## src/rtl/ocd_lvl_seq.sv

```systemverilog
// OCD threshold sequencer: soft-ramps pw_par toward a clamped target, collapses it on an
// overcurrent trip, cools down and re-ramps. Optional lockout: define OCD_LVL_SEQ_LOCKOUT_EN.
module ocd_lvl_seq #(
  parameter int CLK_MHZ      = 100,
  parameter int PAR_MAX_VAL  = 255,
  parameter int RAMP_STEP_US = 10,
  parameter int COOLDOWN_US  = 1000,
  parameter int TRIP_MAX     = 3,
  localparam int W           = $clog2(PAR_MAX_VAL + 1)
) (
  input  logic         clk,
  input  logic         rst,
  input  logic         en,
  input  logic [W-1:0] lvl_tgt,
  input  logic         ocd_trip,
  output logic [W-1:0] pw_par,
  output logic         fault,
  output logic         locked,
  output logic [2:0]   state
);

  localparam int STEP_RLD = CLK_MHZ * RAMP_STEP_US - 1;
  localparam int COOL_RLD = CLK_MHZ * COOLDOWN_US - 1;
  localparam int STEP_W   = (STEP_RLD > 0) ? $clog2(STEP_RLD + 1) : 1;
  localparam int COOL_W   = (COOL_RLD > 0) ? $clog2(COOL_RLD + 1) : 1;

  localparam logic [W-1:0]      PAR_MAX    = W'(PAR_MAX_VAL);
  localparam logic [STEP_W-1:0] STEP_RLD_V = STEP_W'(STEP_RLD);
  localparam logic [COOL_W-1:0] COOL_RLD_V = COOL_W'(COOL_RLD);

`ifdef OCD_LVL_SEQ_LOCKOUT_EN
  localparam bit LOCK_EN = 1'b1;
`else
  localparam bit LOCK_EN = 1'b0;
`endif

  typedef enum logic [2:0] {
    IDLE = 3'd0,
    RAMP = 3'd1,
    HOLD = 3'd2,
    TRIP = 3'd3,
    COOL = 3'd4,
    LOCK = 3'd5
  } state_t;

  state_t            st;
  logic [1:0]        trip_sync;
  logic              trip_s;
  logic [W-1:0]      tgt_c;
  logic [STEP_W-1:0] step_cnt;
  logic [COOL_W-1:0] cool_cnt;
  logic [2:0]        trip_cnt;
  logic [2:0]        trip_inc;
  logic              tick;
  logic              lock_hit;

  assign tgt_c    = (lvl_tgt > PAR_MAX) ? PAR_MAX : lvl_tgt;
  assign tick     = (step_cnt == '0);
  assign trip_inc = (trip_cnt == 3'd7) ? 3'd7 : trip_cnt + 3'd1;
  assign lock_hit = LOCK_EN && (int'(trip_inc) >= TRIP_MAX);
  assign trip_s   = trip_sync[1];
  assign state    = st;

  // Two-flop synchroniser for the asynchronous comparator output.
  always_ff @(posedge clk) begin
    // NOTE: state registers use non-blocking assignments so every flop samples pre-edge values.
    if (rst) trip_sync <= '0;
    else     trip_sync <= {trip_sync[0], ocd_trip};
  end

  always_ff @(posedge clk) begin
    if (rst) begin
      st       <= IDLE;
      pw_par   <= '0;
      fault    <= 1'b0;
      trip_cnt <= '0;
      step_cnt <= '0;
      cool_cnt <= '0;
    end else if (!en) begin
      st       <= IDLE;
      pw_par   <= '0;
      fault    <= 1'b0;
      trip_cnt <= '0;
    end else begin
      unique case (st)
        IDLE: begin
          pw_par   <= '0;
          fault    <= 1'b0;
          step_cnt <= STEP_RLD_V;
          st       <= RAMP;
        end
        RAMP: begin
          if (trip_s) begin
            st     <= TRIP;
            pw_par <= '0;
            fault  <= 1'b1;
          end else if (pw_par == tgt_c) begin
            st       <= HOLD;
            trip_cnt <= '0;
          end else if (tick) begin
            // tgt_c is clamped, so a single-LSB step toward it stays in range.
            pw_par   <= (pw_par < tgt_c) ? pw_par + W'(1) : pw_par - W'(1);
            step_cnt <= STEP_RLD_V;
          end else begin
            step_cnt <= step_cnt - STEP_W'(1);
          end
        end
        HOLD: begin
          if (trip_s) begin
            st     <= TRIP;
            pw_par <= '0;
            fault  <= 1'b1;
          end else if (tgt_c != pw_par) begin
            st       <= RAMP;
            step_cnt <= STEP_RLD_V;
          end
        end
        TRIP: begin
          trip_cnt <= trip_inc;
          cool_cnt <= COOL_RLD_V;
          st       <= lock_hit ? LOCK : COOL;
        end
        COOL: begin
          if (cool_cnt != '0) begin
            cool_cnt <= cool_cnt - COOL_W'(1);
          end else if (trip_s) begin
            cool_cnt <= COOL_RLD_V;
          end else begin
            st       <= RAMP;
            pw_par   <= '0;
            fault    <= 1'b0;
            step_cnt <= STEP_RLD_V;
          end
        end
`ifdef OCD_LVL_SEQ_LOCKOUT_EN
        LOCK: begin
          pw_par <= '0;
          fault  <= 1'b1;
        end
`endif
        default: st <= IDLE;
      endcase
    end
  end

`ifdef OCD_LVL_SEQ_LOCKOUT_EN
  logic locked_q;

  // Set together with the TRIP->LOCK transition; only rst or en low releases it.
  always_ff @(posedge clk) begin
    if (rst)                       locked_q <= 1'b0;
    else if (!en)                  locked_q <= 1'b0;
    else if (st == TRIP && lock_hit) locked_q <= 1'b1;
  end

  assign locked = locked_q;
`else
  assign locked = 1'b0;
`endif

endmodule

```

## config.mk

```make
export PLATFORM = sky130hd
export DESIGN_NAME = ocd_lvl_seq
export DESIGN_NICKNAME = d
export VERILOG_FILES = /design/src/rtl/ocd_lvl_seq.sv
export SDC_FILE = /design/constraint.sdc
export NUM_CORES = 1
export LEC_CHECK = 0
export BUFFER_PORTS_ARGS = -buffer_cell sky130_fd_sc_hd__buf_4
export CAP_MARGIN = 5
export CORE_UTILIZATION = 59
export CTS_CLUSTER_DIAMETER = 120
export DETAILED_ROUTE_END_ITERATION = 12
export PLACE_DENSITY = 0.87
export SLEW_MARGIN = 20
export SYNTH_ARGS = -nofsm -noshare
export SYNTH_HDL_FRONTEND = slang
export SYNTH_SLANG_ARGS = --single-unit
```

## constraint.sdc

```tcl
create_clock -name clk -period 3.9 [get_ports clk]
set_input_delay 0.975 -clock clk [delete_from_list [all_inputs] [get_ports clk]]
set_output_delay 0.975 -clock clk [all_outputs]
set_load 0.02 [all_outputs]
```

==> summary.md <==
| Metric | Value |
|---|---|
| Post-synth EDFFs | `0` |
| Syn-to-layout area delta | `11.8%` |
| Max Freq | `~280 MHz` |
| Synth Cell Area | `about 2500 um2` |
| Hold-fix buffers at CTS | `0` |
| Max_slew headroom | `a little under three fifths` |
| Post-Syn Instances | `305` |
| Final hold vios | `0` |
| Rows | `23` |
| Hold Startpoint | `trip_sync[0]` |
| Dpl cells | `367` |
| CP Cell Sequence | `buf_4 > inv_1 > ha_1 > nor2b_1 > o211ai_1 > a21oi_1 > a211o_1 > ha_1 > a21oi_1 > o2111ai_1 > a21o_1 > a21oi_1 > xor2_1 > nor3_2 > a211o_1` |
| Total clock sinks | `41` |
| Slew Limit Fails | `0` |
| Worst Tran Pin Value | `roughly 0.65 ns` |
| Nets | `between 300 and 400` |
| Hold Crit Class | `reg2reg` |
| Max cap viols | `0` |
| Synth Net Count | `between 300 and 400` |
| HPWL Detailed | `approximately 3600 um` |
| Switching power total | `approximately 220 uW` |
| Worst r2r src | `pw_par[1]` |
| Min cycle time layout | `3.58 ns` |
| GPL Wtd Cong | `0.852` |
| Most frequent cell on the critical path | `a21oi_1` |
| Hold Path End | `trip_sync[1]` |
| Ys Warns | `0` |
| Share of layout cells above drive strength 1 | `a little over an eighth` |
| Flop pwr share | `between 50% and 60%` |
| CP top delay family | `compound AO/OA/AOI/OAI gates` |
| Commonest non-fill, non-tap cell in the layout | `dfxtp_1` |
| Clk buf depth | `2` |
| Fillers | `approximately 350` |
| VDD IR-drop max | `about 0.22 mV` |
| Avg Cell Area, Syn | `~8.1 um2` |
| Vias in the first global route | `around 1,900` |
| CTS tree | `built` |
| Core footprint | `between 4000 and 5000 um2` |
| Setup CP Type | `in2reg` |
| Post-CTS Setup Bufs | `0` |
| Pleak | `roughly 1.1 nW` |
| Synth top area share | `approximately 33%` |
| FF-to-FF path depth | `13` |
| #FFs+latches synth | `41` |
| Worst path depth | `15` |
| Slowest CP cell | `a211o_1` |
| Cell taking the most area after synthesis | `dfxtp_1` |
| Pwr Total | `roughly 870 uW` |
| Total Wirelength | `4970 um` |
| Register area share after synthesis | `between 30 and 40%` |
| Final Skew | `just over 0.009 ns` |
| Max incr delay on CP | `0.39 ns` |
| Die Area | `about 4500 um2` |
| Commonest non-fill, non-tap cells in the layout | `41 x dfxtp_1, 28 x nor2_1, 25 x a21oi_1` |
| Logic pwr share | `9.5%` |
| Total CTS buffers | `5` |
| Pwr dens | `314 nW/um2` |
| Reg2reg setup slack | `a little under 0.7 ns` |
| Pre-Repair DR Iteration Count | `5` |
| Fin cells | `~380` |
| FF-to-FF End | `pw_par[7]` |
| DRC Markers | `0` |
| Total congestion overflow | `0` |
| Routed length per instance | `roughly 13 um` |
| First-pass GRT wire length | `8170 um` |
| Synth unique cells | `55` |
| Clock root buffer | `clkbuf_8` |
| I/O pin total | `25` |
| Via count | `2,153` |
| CP Launch Type | `input pin` |
| Worst Path Buf+Inv | `2` |
| Period Utilization, post-route | `91.7%` |
| Antenna Violating Nets Remaining | `0` |
| WHS | `0.444 ns` |
| Number of diodes | `0` |
| Post-CTS sizing | `0` |
| Die W | `66.9 um` |
| Initial core utilization | `approximately three fifths` |
| Register Area | `approximately 820 um2` |
| Crit path max fanout | `8` |
| Global-route usage over all layers | `between 20% and 30%` |
| RSZ-0062 raised after global routing | `false` |
| Largest net degree at the start of global routing | `25` |
| Status | `finished, final reports clean` |
| Asr flop ratio synth | `0%` |
| CP arrival | `3.78 ns` |
| Power Internal | `approximately 660 uW` |
| Initial antenna violation count | `0` |
| H-tree Lvls | `2` |
| Switch share | `around a quarter` |
| Vias per inst | `approximately 5.7` |
| Critical Path RT | `4.10 ns` |
| Die Y | `66.9 um` |
| Hold depth | `1` |
| Largest cells by area after synthesis | `dfxtp_1 33%, ha_1 8.1%, a21oi_1 5.0%` |
| Clock Power Share | `about 40%` |
| Multi-input gate area | `about 1500 um2` |
| Input/output buffers | `23` |
| Final Setup Violations | `0` |
| Top FF cell, synth | `dfxtp_1` |
| Initial DRC Count | `~130` |
| Worst-Skew Late Latency | `approximately 0.30 ns` |
| CTS clk-pin slew, worst paths | `around 0.080 ns` |
| Element type at the critical path end | `register` |
-- flip-flops by register name (all words and copies together) (netlist names) --
register / cells
cool_cnt: 17
step_cnt: 10
pw_par: 8
state: 3
trip_sync: 2
fault: 1
-- final cells by class --
type | count | share of cell area, %
repair buffers | 23 | 6.22
multi-input cells | 232 | 55.0
inverters | 21 | 2.84
clock inverters | 3 | 1.67
well taps | 50 | 2.25
flip-flops and latches | 41 | 29.6
clock buffers | 5 | 2.48
-- layer usage --
| layer | wire, um | up-vias | global-route usage (%) | share of wire, % |
|---|---|---|---|---|
| li1 | - | 1124 | - | - |
| met1 | 2400 | 967 | 29.5 | 48 |
| met2 | 2260 | 52 | 39.3 | 46 |
| met3 | 215 | 10 | 7.19 | 4.3 |
| met4 | 95 | 0 | 9.57 | 1.9 |
| met5 | 0 | - | 0 | 0 |
-- stage by stage --
| step | instance area, um2 | setup TNS [ns] | utilization (%) | setup WS [ns] |
|---|---|---|---|---|
| 2_1_floorplan | 2480 | 0 | - | 0.298 |
| 3_3_place_gp | 2660 | 0 | 66.1 | 0.115 |
| 3_5_place_dp | 2660 | -0.00644 | 66.1 | -0.00644 |
| 4_1_cts | 2780 | 0 | 68.9 | 0.322 |
| 5_1_grt | 2780 | 0 | 68.9 | 0.119 |
| 6_report | 2780 | 0 | 68.9 | 0.322 |
-- power by group through the flow --
stage	Clock, mW	Sequential [mW]	Combinational, mW
final	0.350	0.439	0.0824
after CTS	0.353	0.438	0.0828
after detailed placement	0	0.448	0.0825
after global placement	0	0.448	0.0801
after global routing	0.375	0.440	0.0920
after floorplan	0	0.445	0.0627
-- cells in the mapped netlist, types with 2 or more instances --
library cell / instances
a311oi_1: 6
nand3_1: 10
nor3_1: 12
o21ai_0: 11
dfxtp_1: 41
inv_1: 21
a21o_1: 3
a211oi_1: 4
buf_2: 4
clkbuf_1: 5
nand2b_1: 6
nor2b_1: 7
or2_2: 4
xor2_1: 6
and2_1: 7
a21oi_1: 25
o31ai_1: 3
ha_1: 16
nor4_1: 10
o21a_1: 2
nor2_1: 28
xnor2_1: 13
a211o_1: 2
or3_1: 3
o41ai_1: 2
nand4_1: 2
o21ai_1: 3
nand2_1: 22
-- cells by family after synthesis --
| family | count (synthesis) | synth area share [%] |
|---|---|---|
| flip-flops | 41 | 33.0 |
| adder cells (fa/ha/maj) | 18 | 9.27 |
| AND/OR/NAND/NOR | 124 | 27.2 |
| buffers and inverters | 32 | 5.49 |
| XOR/XNOR | 19 | 6.70 |
| other | 1 | 0.151 |
| AO/OA/AOI/OAI | 70 | 18.2 |
-- worst max-delay path by stage --
stage,start,endpoint
final,lvl_tgt[1],pw_par[7]
after global routing,lvl_tgt[1],pw_par[7]
after CTS,lvl_tgt[1],pw_par[7]
after detailed placement,lvl_tgt[1],pw_par[7]
after global placement,lvl_tgt[1],pw_par[7]
after floorplan,lvl_tgt[1],pw_par[7]
(Power assumes the default switching activity.)
